**config.mk**
```make
export PLATFORM = sky130hd
export DESIGN_NAME = cprv_ifetch
export DESIGN_NICKNAME = d
export VERILOG_FILES = /design/src/rtl/cprv_ifetch.sv
export SDC_FILE = /design/constraint.sdc
export NUM_CORES = 1
export LEC_CHECK = 0
export CAP_MARGIN = 20
export CORE_MARGIN = 2
export CORE_UTILIZATION = 30
export DETAILED_ROUTE_END_ITERATION = 12
export GPL_TIMING_DRIVEN = 1
export HOLD_SLACK_MARGIN = 0.06
export PLACE_DENSITY = 0.51
export SYNTH_ARGS = -nofsm -noshare
export SYNTH_HDL_FRONTEND = slang
export SYNTH_HIERARCHICAL = 1
export SYNTH_SLANG_ARGS = --single-unit
```
**constraint.sdc**
```tcl
create_clock -name clk -period 3.2 [get_ports clk]
set_input_delay 0.48 -clock clk [delete_from_list [all_inputs] [get_ports clk]]
set_output_delay 0.48 -clock clk [all_outputs]
set_load 0.01 [all_outputs]
```
**src/rtl/cprv_ifetch.sv**
```systemverilog
// cprv_ifetch: PC generation, word reads with two in flight, 2-entry instruction buffer; CPRV_IFETCH_MISALIGN_TRAP_EN adds the misaligned-target fault.
// Latency: a response accepted in cycle N reaches decode in N+1; a redirect empties the buffer for N+1.
// Backpressure: requests stall while pending + occ + discard reaches 2; a raised request is held until ready_imem.

// Two-entry FIFO with synchronous clear; callers guarantee no push when full and no pop when empty.
module cprv_ifetch_fifo #(
  parameter int W = 64
) (
  input  logic         clk,
  input  logic         rst_n,
  input  logic         clr,
  input  logic         push,
  input  logic [W-1:0] push_dat,
  input  logic         pop,
  output logic [W-1:0] head_dat,
  output logic [1:0]   cnt
);
  logic [W-1:0] mem [2];
  logic         wptr;
  logic         rptr;

  always_ff @(posedge clk or negedge rst_n) begin
    if (!rst_n) begin
      mem[0] <= '0;
      mem[1] <= '0;
      wptr   <= 1'b0;
      rptr   <= 1'b0;
      cnt    <= 2'd0;
    end else if (clr) begin
      wptr <= 1'b0;
      rptr <= 1'b0;
      cnt  <= 2'd0;
    end else begin
      if (push) begin
        mem[wptr] <= push_dat;
        wptr      <= ~wptr;
      end
      if (pop) rptr <= ~rptr;
      cnt <= cnt + {1'b0, push} - {1'b0, pop};
    end
  end

  assign head_dat = mem[rptr];
endmodule

module cprv_ifetch #(
  parameter int          DATA_WIDTH = 64,
  parameter int          ADDR_WIDTH = 7,
  parameter logic [63:0] RESET_PC   = 64'h0
) (
  input  logic                  clk,
  input  logic                  rst_n,
  output logic                  valid_imem,
  input  logic                  ready_imem,
  output logic [ADDR_WIDTH-1:0] instr_addr_imem,
  input  logic                  valid_if,
  output logic                  ready_if,
  input  logic [DATA_WIDTH-1:0] instr_data_imem,
  output logic                  instr_valid_o,
  input  logic                  instr_ready_i,
  output logic [31:0]           instr_o,
  output logic [63:0]           pc_o,
  input  logic                  redirect_i,
  input  logic [63:0]           redirect_pc_i
`ifdef CPRV_IFETCH_MISALIGN_TRAP_EN
  ,
  output logic                  fetch_fault_o
`endif
);
  typedef struct packed {
    logic [31:0] instr;
    logic [63:0] pc;
  } ibuf_ent_t;

  typedef enum logic [1:0] {
    S_IDLE,
    S_RUN
`ifdef CPRV_IFETCH_MISALIGN_TRAP_EN
    ,
    S_FAULT
`endif
  } state_t;

  state_t                state, state_nxt;
  logic                  req_hs, rsp_hs, rsp_live, fetch_en;
  logic [2:0]            credits, discard_sum;
  logic [1:0]            discard, discard_nxt, pending, occ;
  logic [63:0]           fpc, tgt, tag_head;
  logic                  stale;
  logic [ADDR_WIDTH-1:0] stale_addr;
  ibuf_ent_t             buf_in, buf_head;

  assign ready_if   = rst_n;
  assign req_hs     = valid_imem && ready_imem;
  assign rsp_hs     = valid_if && ready_if;
  assign rsp_live   = rsp_hs && (discard == 2'd0) && !redirect_i;
  assign credits    = {1'b0, pending} + {1'b0, occ} + {1'b0, discard};
  assign fetch_en   = (state == S_RUN) && (credits < 3'd2);
  // A request raised before a redirect stays on the bus; its response is counted as stale.
  assign valid_imem = stale || fetch_en;
  assign instr_addr_imem = stale ? stale_addr : (fetch_en ? fpc[ADDR_WIDTH+2:3] : '0);
  assign tgt        = redirect_pc_i & ~64'h3;

`ifdef CPRV_IFETCH_MISALIGN_TRAP_EN
  logic        misalign;
  logic [63:0] fault_pc;
  assign misalign = (redirect_pc_i[1:0] != 2'b00);
`endif

  always_comb begin
    state_nxt   = state;
    discard_sum = {1'b0, discard};
    if (redirect_i)
      discard_sum = {1'b0, discard} + {1'b0, pending} + {2'b0, req_hs} - {2'b0, rsp_hs};
    else
      discard_sum = {1'b0, discard} + {2'b0, req_hs && stale}
                    - {2'b0, rsp_hs && (discard != 2'd0)};
    discard_nxt = discard_sum[1:0];
    case (state)
      S_IDLE:  state_nxt = S_RUN;
`ifdef CPRV_IFETCH_MISALIGN_TRAP_EN
      S_RUN:   if (redirect_i && misalign) state_nxt = S_FAULT;
      S_FAULT: if (redirect_i && !misalign) state_nxt = S_RUN;
`endif
      default: state_nxt = state;
    endcase
  end

  always_ff @(posedge clk or negedge rst_n) begin
    if (!rst_n) state <= S_IDLE;
    else        state <= state_nxt;
  end

  always_ff @(posedge clk or negedge rst_n) begin
    if (!rst_n) begin
      fpc        <= RESET_PC;
      discard    <= 2'd0;
      stale      <= 1'b0;
      stale_addr <= '0;
    end else begin
      discard <= discard_nxt;
      if (redirect_i)                   fpc <= tgt;
      else if (req_hs && !stale)        fpc <= fpc + 64'd4;
      if (redirect_i && valid_imem && !ready_imem) begin
        stale      <= 1'b1;
        stale_addr <= instr_addr_imem;
      end else if (req_hs) begin
        stale <= 1'b0;
      end
    end
  end

  cprv_ifetch_fifo #(.W(64)) u_tagq (
    .clk      (clk),
    .rst_n    (rst_n),
    .clr      (redirect_i),
    .push     (req_hs && !stale && !redirect_i),
    .push_dat (fpc),
    .pop      (rsp_live),
    .head_dat (tag_head),
    .cnt      (pending)
  );

  assign buf_in.instr = tag_head[2] ? instr_data_imem[63:32] : instr_data_imem[31:0];
  assign buf_in.pc    = tag_head;

  cprv_ifetch_fifo #(.W($bits(ibuf_ent_t))) u_ibuf (
    .clk      (clk),
    .rst_n    (rst_n),
    .clr      (redirect_i),
    .push     (rsp_live),
    .push_dat (buf_in),
    .pop      (instr_valid_o && instr_ready_i),
    .head_dat (buf_head),
    .cnt      (occ)
  );

  assign instr_valid_o = (occ != 2'd0);
  assign instr_o       = buf_head.instr;

`ifdef CPRV_IFETCH_MISALIGN_TRAP_EN
  always_ff @(posedge clk or negedge rst_n) begin
    if (!rst_n)          fault_pc <= '0;
    else if (redirect_i) fault_pc <= redirect_pc_i;
  end
  assign fetch_fault_o = (state == S_FAULT);
  assign pc_o          = (state == S_FAULT) ? fault_pc : buf_head.pc;
`else
  assign pc_o          = buf_head.pc;
`endif
endmodule

```
Word level (Yosys, flattened, before mapping)
Index checks and enable logic that the tools add are counted.

storage, ports and cells
  memories kept = 0
  output and inout port bits = 106
  input port bits = 134
  memory bits (writable) = 0
  bits in read-only memories = 0
  bits in latches = 0
  logic and storage cells = 102
  register bits after elaboration = 403

operators by class
  bitwise operators = 9
  reduce and logical (&&, ||, !) cells = 29
  shifts and indexed selects = 0
  multipliers = 0
  eq/ne operators = 0
  multiplexer cells = 30
  $lt $le $gt $ge = 7
  add/subtract/negate cells = 12
  divide/modulo/power cells = 0

operators by type and width
  kind                     count
  $mux W64                 6
  $mux W96                 4
  $bwmux W192              1
  $bwmux W128              1
  $demux W96 S1            1
  $add A64 B3 Y64 const B  1
  $demux W64 S1            1
  $mux W32                 1
  $logic_and A1 B1 Y1      14
  $mux W7                  2
  $reduce_bool A2 Y1       7
  $mux W1                  10
  $add A2 B1 Y2            4
  $ge A2 B2 Y1 const B     4
  $not A1 Y2               4
  $sub A2 B1 Y2            4
  $mux W2                  3
  $not A1 Y1               5
  $logic_not A2 Y1         2
  $lt A2 B1 Y1 const B     2
  $reduce_and A2 Y1        2
  $add A2 B2 Y3            1
  $add A3 B2 Y3            1
  $logic_not A1 Y1         3
  other kinds (3)          3

Logic depth before layout (Yosys ltp)
  depth in word-level cells = 11
  gate-level depth with buffers = 14
  gate-level depth less buffers = 13

By module
Netlist, hierarchy kept.

modules (own cells, without submodules)
  module                      instances  cells each  area an instance (µm²)  seq. area each (µm²)
  cprv_ifetch_fifo at u_ibuf  1          528         8430.6                  4904.7
  cprv_ifetch_fifo at u_tagq  1          358         6048.3                  3303.2
  cprv_ifetch                 1          594         5071.1                  1826.8

Worst setup path before layout
Ideal clock, no wire load.

  path type = register to register
  from = register discard[1]
  to = register fpc[56]
  library setup time = 0.082 ns
  arrival time = 3.002 ns
  path buffers = 1
  required time = 3.118 ns
  path slack = 0.116 ns
  stages on the path, launching flop included = 11
  clock period less this slack = 3.084 ns
  cells stage by stage = dfrtp_1 -> inv_1 -> fa_1 -> inv_1 -> ha_1 -> and4bb_2 -> nand2_2 -> or4_1 -> buf_2 -> or4_1 -> a31oi_1

between the ends
  cells in the longest elaborated chain, start to end = 7

ends and longest elaborated chain
  what                          line  source
  start: declaration            87    logic [1:0] discard, discard_nxt, pending, occ;
  start signal: assignment      141   discard <= discard_nxt;
  $add A3 B2 Y3                 97    assign credits = {1'b0, pending} + {1'b0, occ} + {1'b0, discard};
  $lt A3 B2 Y1                  98    assign fetch_en = (state == S_RUN) && (credits < 3'd2);
  $logic_and A1 B1 Y1           98
  $logic_or A1 B1 Y1            100   assign valid_imem = stale || fetch_en;
  $logic_and A1 B1 Y1           94    assign req_hs = valid_imem && ready_imem;
  $logic_and A1 B1 Y1           143   else if (req_hs && !stale) fpc <= fpc + 64'd4;
  $reduce_bool A2 Y1 (no line)  --
  end signal: assignment        142   if (redirect_i) fpc <= tgt;
  end signal: assignment        143
  end: declaration              88    logic [63:0] fpc, tgt, tag_head;

No other way between the ends.
A chain may end at the register's enable or synchronous reset.

Final worst setup path
  from = register u_ibuf.cnt[1]
  to = output port valid_imem

between the ends
  cells in the longest elaborated chain, start to end = 5

ends and longest elaborated chain
  what                      line  source
  start: declaration        16    output logic [1:0] cnt
  start signal: assignment  39    cnt <= cnt + {1'b0, push} - {1'b0, pop};
  $add A2 B2 Y3             97
  $add A3 B2 Y3             97
  $lt A3 B2 Y1              98
  $logic_and A1 B1 Y1       98
  $logic_or A1 B1 Y1        100
  end: declaration          53    output logic valid_imem,

No other way between the ends.

==> run summary <==
outcome - complete, no violations
Synth top area share - 0.513
Setup TNS Final - 0 ns
Critical Path Sink Type - output pin
Final Worst Setup Slack - 0.0687 ns
startpoint-to-endpoint class of the critical path - reg2out
synthesized-area fraction occupied by and/or/nand/nor cells - 0.0777
worst slack, placed - 0.0181 ns
count of H-tree levels built during CTS - 2
clock latency on the worst-skew pair - 0.58 ns
share of total power in sequential cells - 0.379
Final Hold Vio Count - 0
dpl cells - 2531
initial core utilization - 0.303
LEAKAGE - 10.9 nW
CTS clk-pin slew, worst paths - 0.05 ns
via count - 12800
peak ir drop on the vdd network - 0.384 mV
Overflow after GRT - 0
total global routing track utilization - 0.152
antenna diode count - 0
Crit path required time - 2.72 ns
syn_area_per_cell - 13.2 µm²
clock group share of total power - 0.280
first-pass GRT wire length - 79.9 mm
x dimension of the die - 259 µm
via density per instance - 4.86
synth cell count leaders - mux2_2, dfrtp_1, nand2_1, mux2_4, nor2_1
dominant synthesized flop cell - dfrtp_1
combinational family with the most area after synthesis - multiplexers
Slew Limit Fails - 0
number of global-route vias before repair - 13600
initial antenna violation count - 2
synth top area cells - dfrtp_1, mux2_2, mux2_4
cell mode on critical path - buf_6
Top Ports - 240
Seq cells post-synth - 401
share of the clock period used by the worst path after layout - 0.979
average wire per cell in the routed design - 20.0 µm
PD cells - 773 mW/mm²
Max Clock Skew - 0.0213 ns
adder and majority gate portion of the synthesized area - 0.00909
largest area contributor in the synthesized netlist - dfrtp_1
share of the synthesized area in compound gates (AO/OA/AOI/OAI) - 0.0374
mux share of post-synthesis cell area - 0.311
family of cells with the greatest summed delay on the critical path - adder cells
Internal Power - 13.6 mW
critical-path cell list - inv_2 -> fa_1 -> inv_1 -> ha_2 -> xor2_2 -> and3b_2 -> buf_6 -> or2_4 -> buf_6
min cycle time layout - 3.13 ns
maximum fanout count along the critical path - 5
count of flip-flops with a built-in enable after synthesis - 0
number of buffers created by CTS - 47
DPL Wire Length - 34.0 mm
fraction of the yosys area taken by sequential cells - 0.513
overall power - 19.2 mW
total number of nets in the final design - 1890
number of detailed-route iterations in the first pass - 4
area of the die - 0.0672 mm²
number of warnings issued by yosys - 6
number of max-cap violations - 0
total wire length after detailed routing - 52.8 mm
Post-synth ARST share - 1.00
maximum number of pins on one net before global-route repair - 160
number of design rule violations left after detail routing - 0
remaining antenna violation count after routing - 0
Worst Path Arrival - 2.65 ns
most used standard cell by instance count after synthesis - mux2_2
Crit path buffers/inverters - 4
CP max-delay cell - fa_1
logic gate share of total power - 0.341
RSZ-0062 raised after global routing - yes
count of port buffers added during placement - 237
layout cell share with drive strength beyond 1 - 0.390
largest incremental delay on the critical path - 0.53 ns
tightest slew margin relative to the limit - 0.303
Unique masters post-synth - 61
Final GP Congestion - 0.773
startpoint type of the worst setup path - flop
NetSw - 5.59 mW
setup violators final - 0
Switching Share - 0.292
Slew @ Worst Pin - 1.05 ns
non-filler instance count after layout - 2635
area of the core region - 0.0645 mm²
Clock Tree Buf Depth - 3
instance count of the mapped netlist - 1480
highest attainable clock frequency - 0.319 GHz
CTS sink count - 401
parity-gate share of the synthesized area counting xor and xnor cells - 0.0162
type of the most critical hold path - in2reg
root cell of the clock tree - clkbuf_16
Area growth syn-to-layout - 26.8%
DRC marker count from the first detailed-route iteration - 601
number of rows in the core area - 93
height of the die - 259 µm
clock tree from TritonCTS - built
cell area after synthesis - 0.0196 mm²
stage by stage:
step                 util  cell area (µm²)  hold WS (ns)
floorplan               -            19600         0.184
global placement    0.355            22900         0.465
detailed placement  0.355            22900         0.471
CTS                 0.379            24400         0.232
global route        0.385            24800         0.272
finish              0.385            24800         0.268
worst register-to-register path, stage by stage, from the launching register on:
cell	delay, ns
dfrtp_1	0.36
inv_2	0.05
fa_1	0.53
inv_1	0.04
ha_2	0.17
xor2_2	0.17
buf_4	0.13
buf_4	0.13
nand2_2	0.09
buf_4	0.19
nor2_2	0.05
buf_4	0.15
nand3b_1	0.16
buf_6	0.21
clkbuf_16	0.24
mux2_4	0.31
layout by cell type (no fill, tap or decap), types with 26 or more instances in the layout:
master and n:
nand2_1 65, mux2_4 61, clkbuf_16 54, clkdlybuf4s50_1 227, buf_4 40, o21ai_0 32, mux2_2 452, nand3_1 26
nor2_1 55, dfrtp_1 399, a31oi_1 33
repair_timing:
item / 4_1_cts / 5_1_grt
hold buffers: 1 / 0
setup endpoints to repair: 8 / 155
resized for setup: 42 / 44
cloned: 0 / 9
buffers inserted: 1 / 7
pin swaps: 1 / 8
endpoints found under the hold margin: 48 / 0
path summary, 6_finish.rpt:
check / startpoint / end / slack [ns] / cells past startpoint
setup reg to reg: u_ibuf/cnt[1] / u_tagq/mem[27] / 0.10 / 15
max in group asynchronous: rst_n / u_ibuf/rptr / 1.14 / 4
hold / removal: redirect_i / u_ibuf/cnt[1] / 0.27 / 2
setup / recovery: u_ibuf/cnt[1] / valid_imem / 0.07 / 9
min in group asynchronous: rst_n / u_ibuf/mem[17] / 0.62 / 3
hold reg to reg: u_tagq/mem[121] / u_tagq/mem[121] / 0.48 / 1
per-layer routing:
layer	part of all wire	track usage
met5	0.00053	0
met2	0.46	0.245
met1	0.47	0.211
met3	0.046	0.0246
met4	0.022	0.0434
final cells by class:
type,count,area (µm²)
clock buffer,74,1390
clock inverter,12,156
fill,6169,39700
inverter,25,93.8
multi-input combinational,964,8930
sequential,401,10000
tap,855,1070
timing repair buffer,304,3110
cells by family (layout without fill, tap and decap cells):
logic type | Yosys count | after routing
mux | 520 | 520
flops | 401 | 401
simple gates | 279 | 279
buf+inv | 118 | 415
compound gates | 114 | 114
xor+xnor | 33 | 33
fa+ha+maj | 13 | 13
other cells | 2 | 5
state kept, by name, summed over array words and instances, names as in the netlist:
register     count
stale_addr       7
u_tagq/wptr      1
u_ibuf/mem     192
u_tagq/cnt       2
u_tagq/rptr      1
u_tagq/mem     128
u_ibuf/wptr      1
u_ibuf/rptr      1
discard          2
stale            1
fpc             62
u_ibuf/cnt       2
state            1
power groups by stage:
stage	Clock, mW	Sequential, mW	Combinational (mW)
after floorplan	0	7.06	3.97
after global placement	0	7.24	6.44
after detailed placement	0	7.33	6.52
after CTS	5.56	7.26	6.55
after global routing	5.77	7.46	7.10
final	5.36	7.25	6.54
No activity file was read; power rests on OpenSTA's default activity.
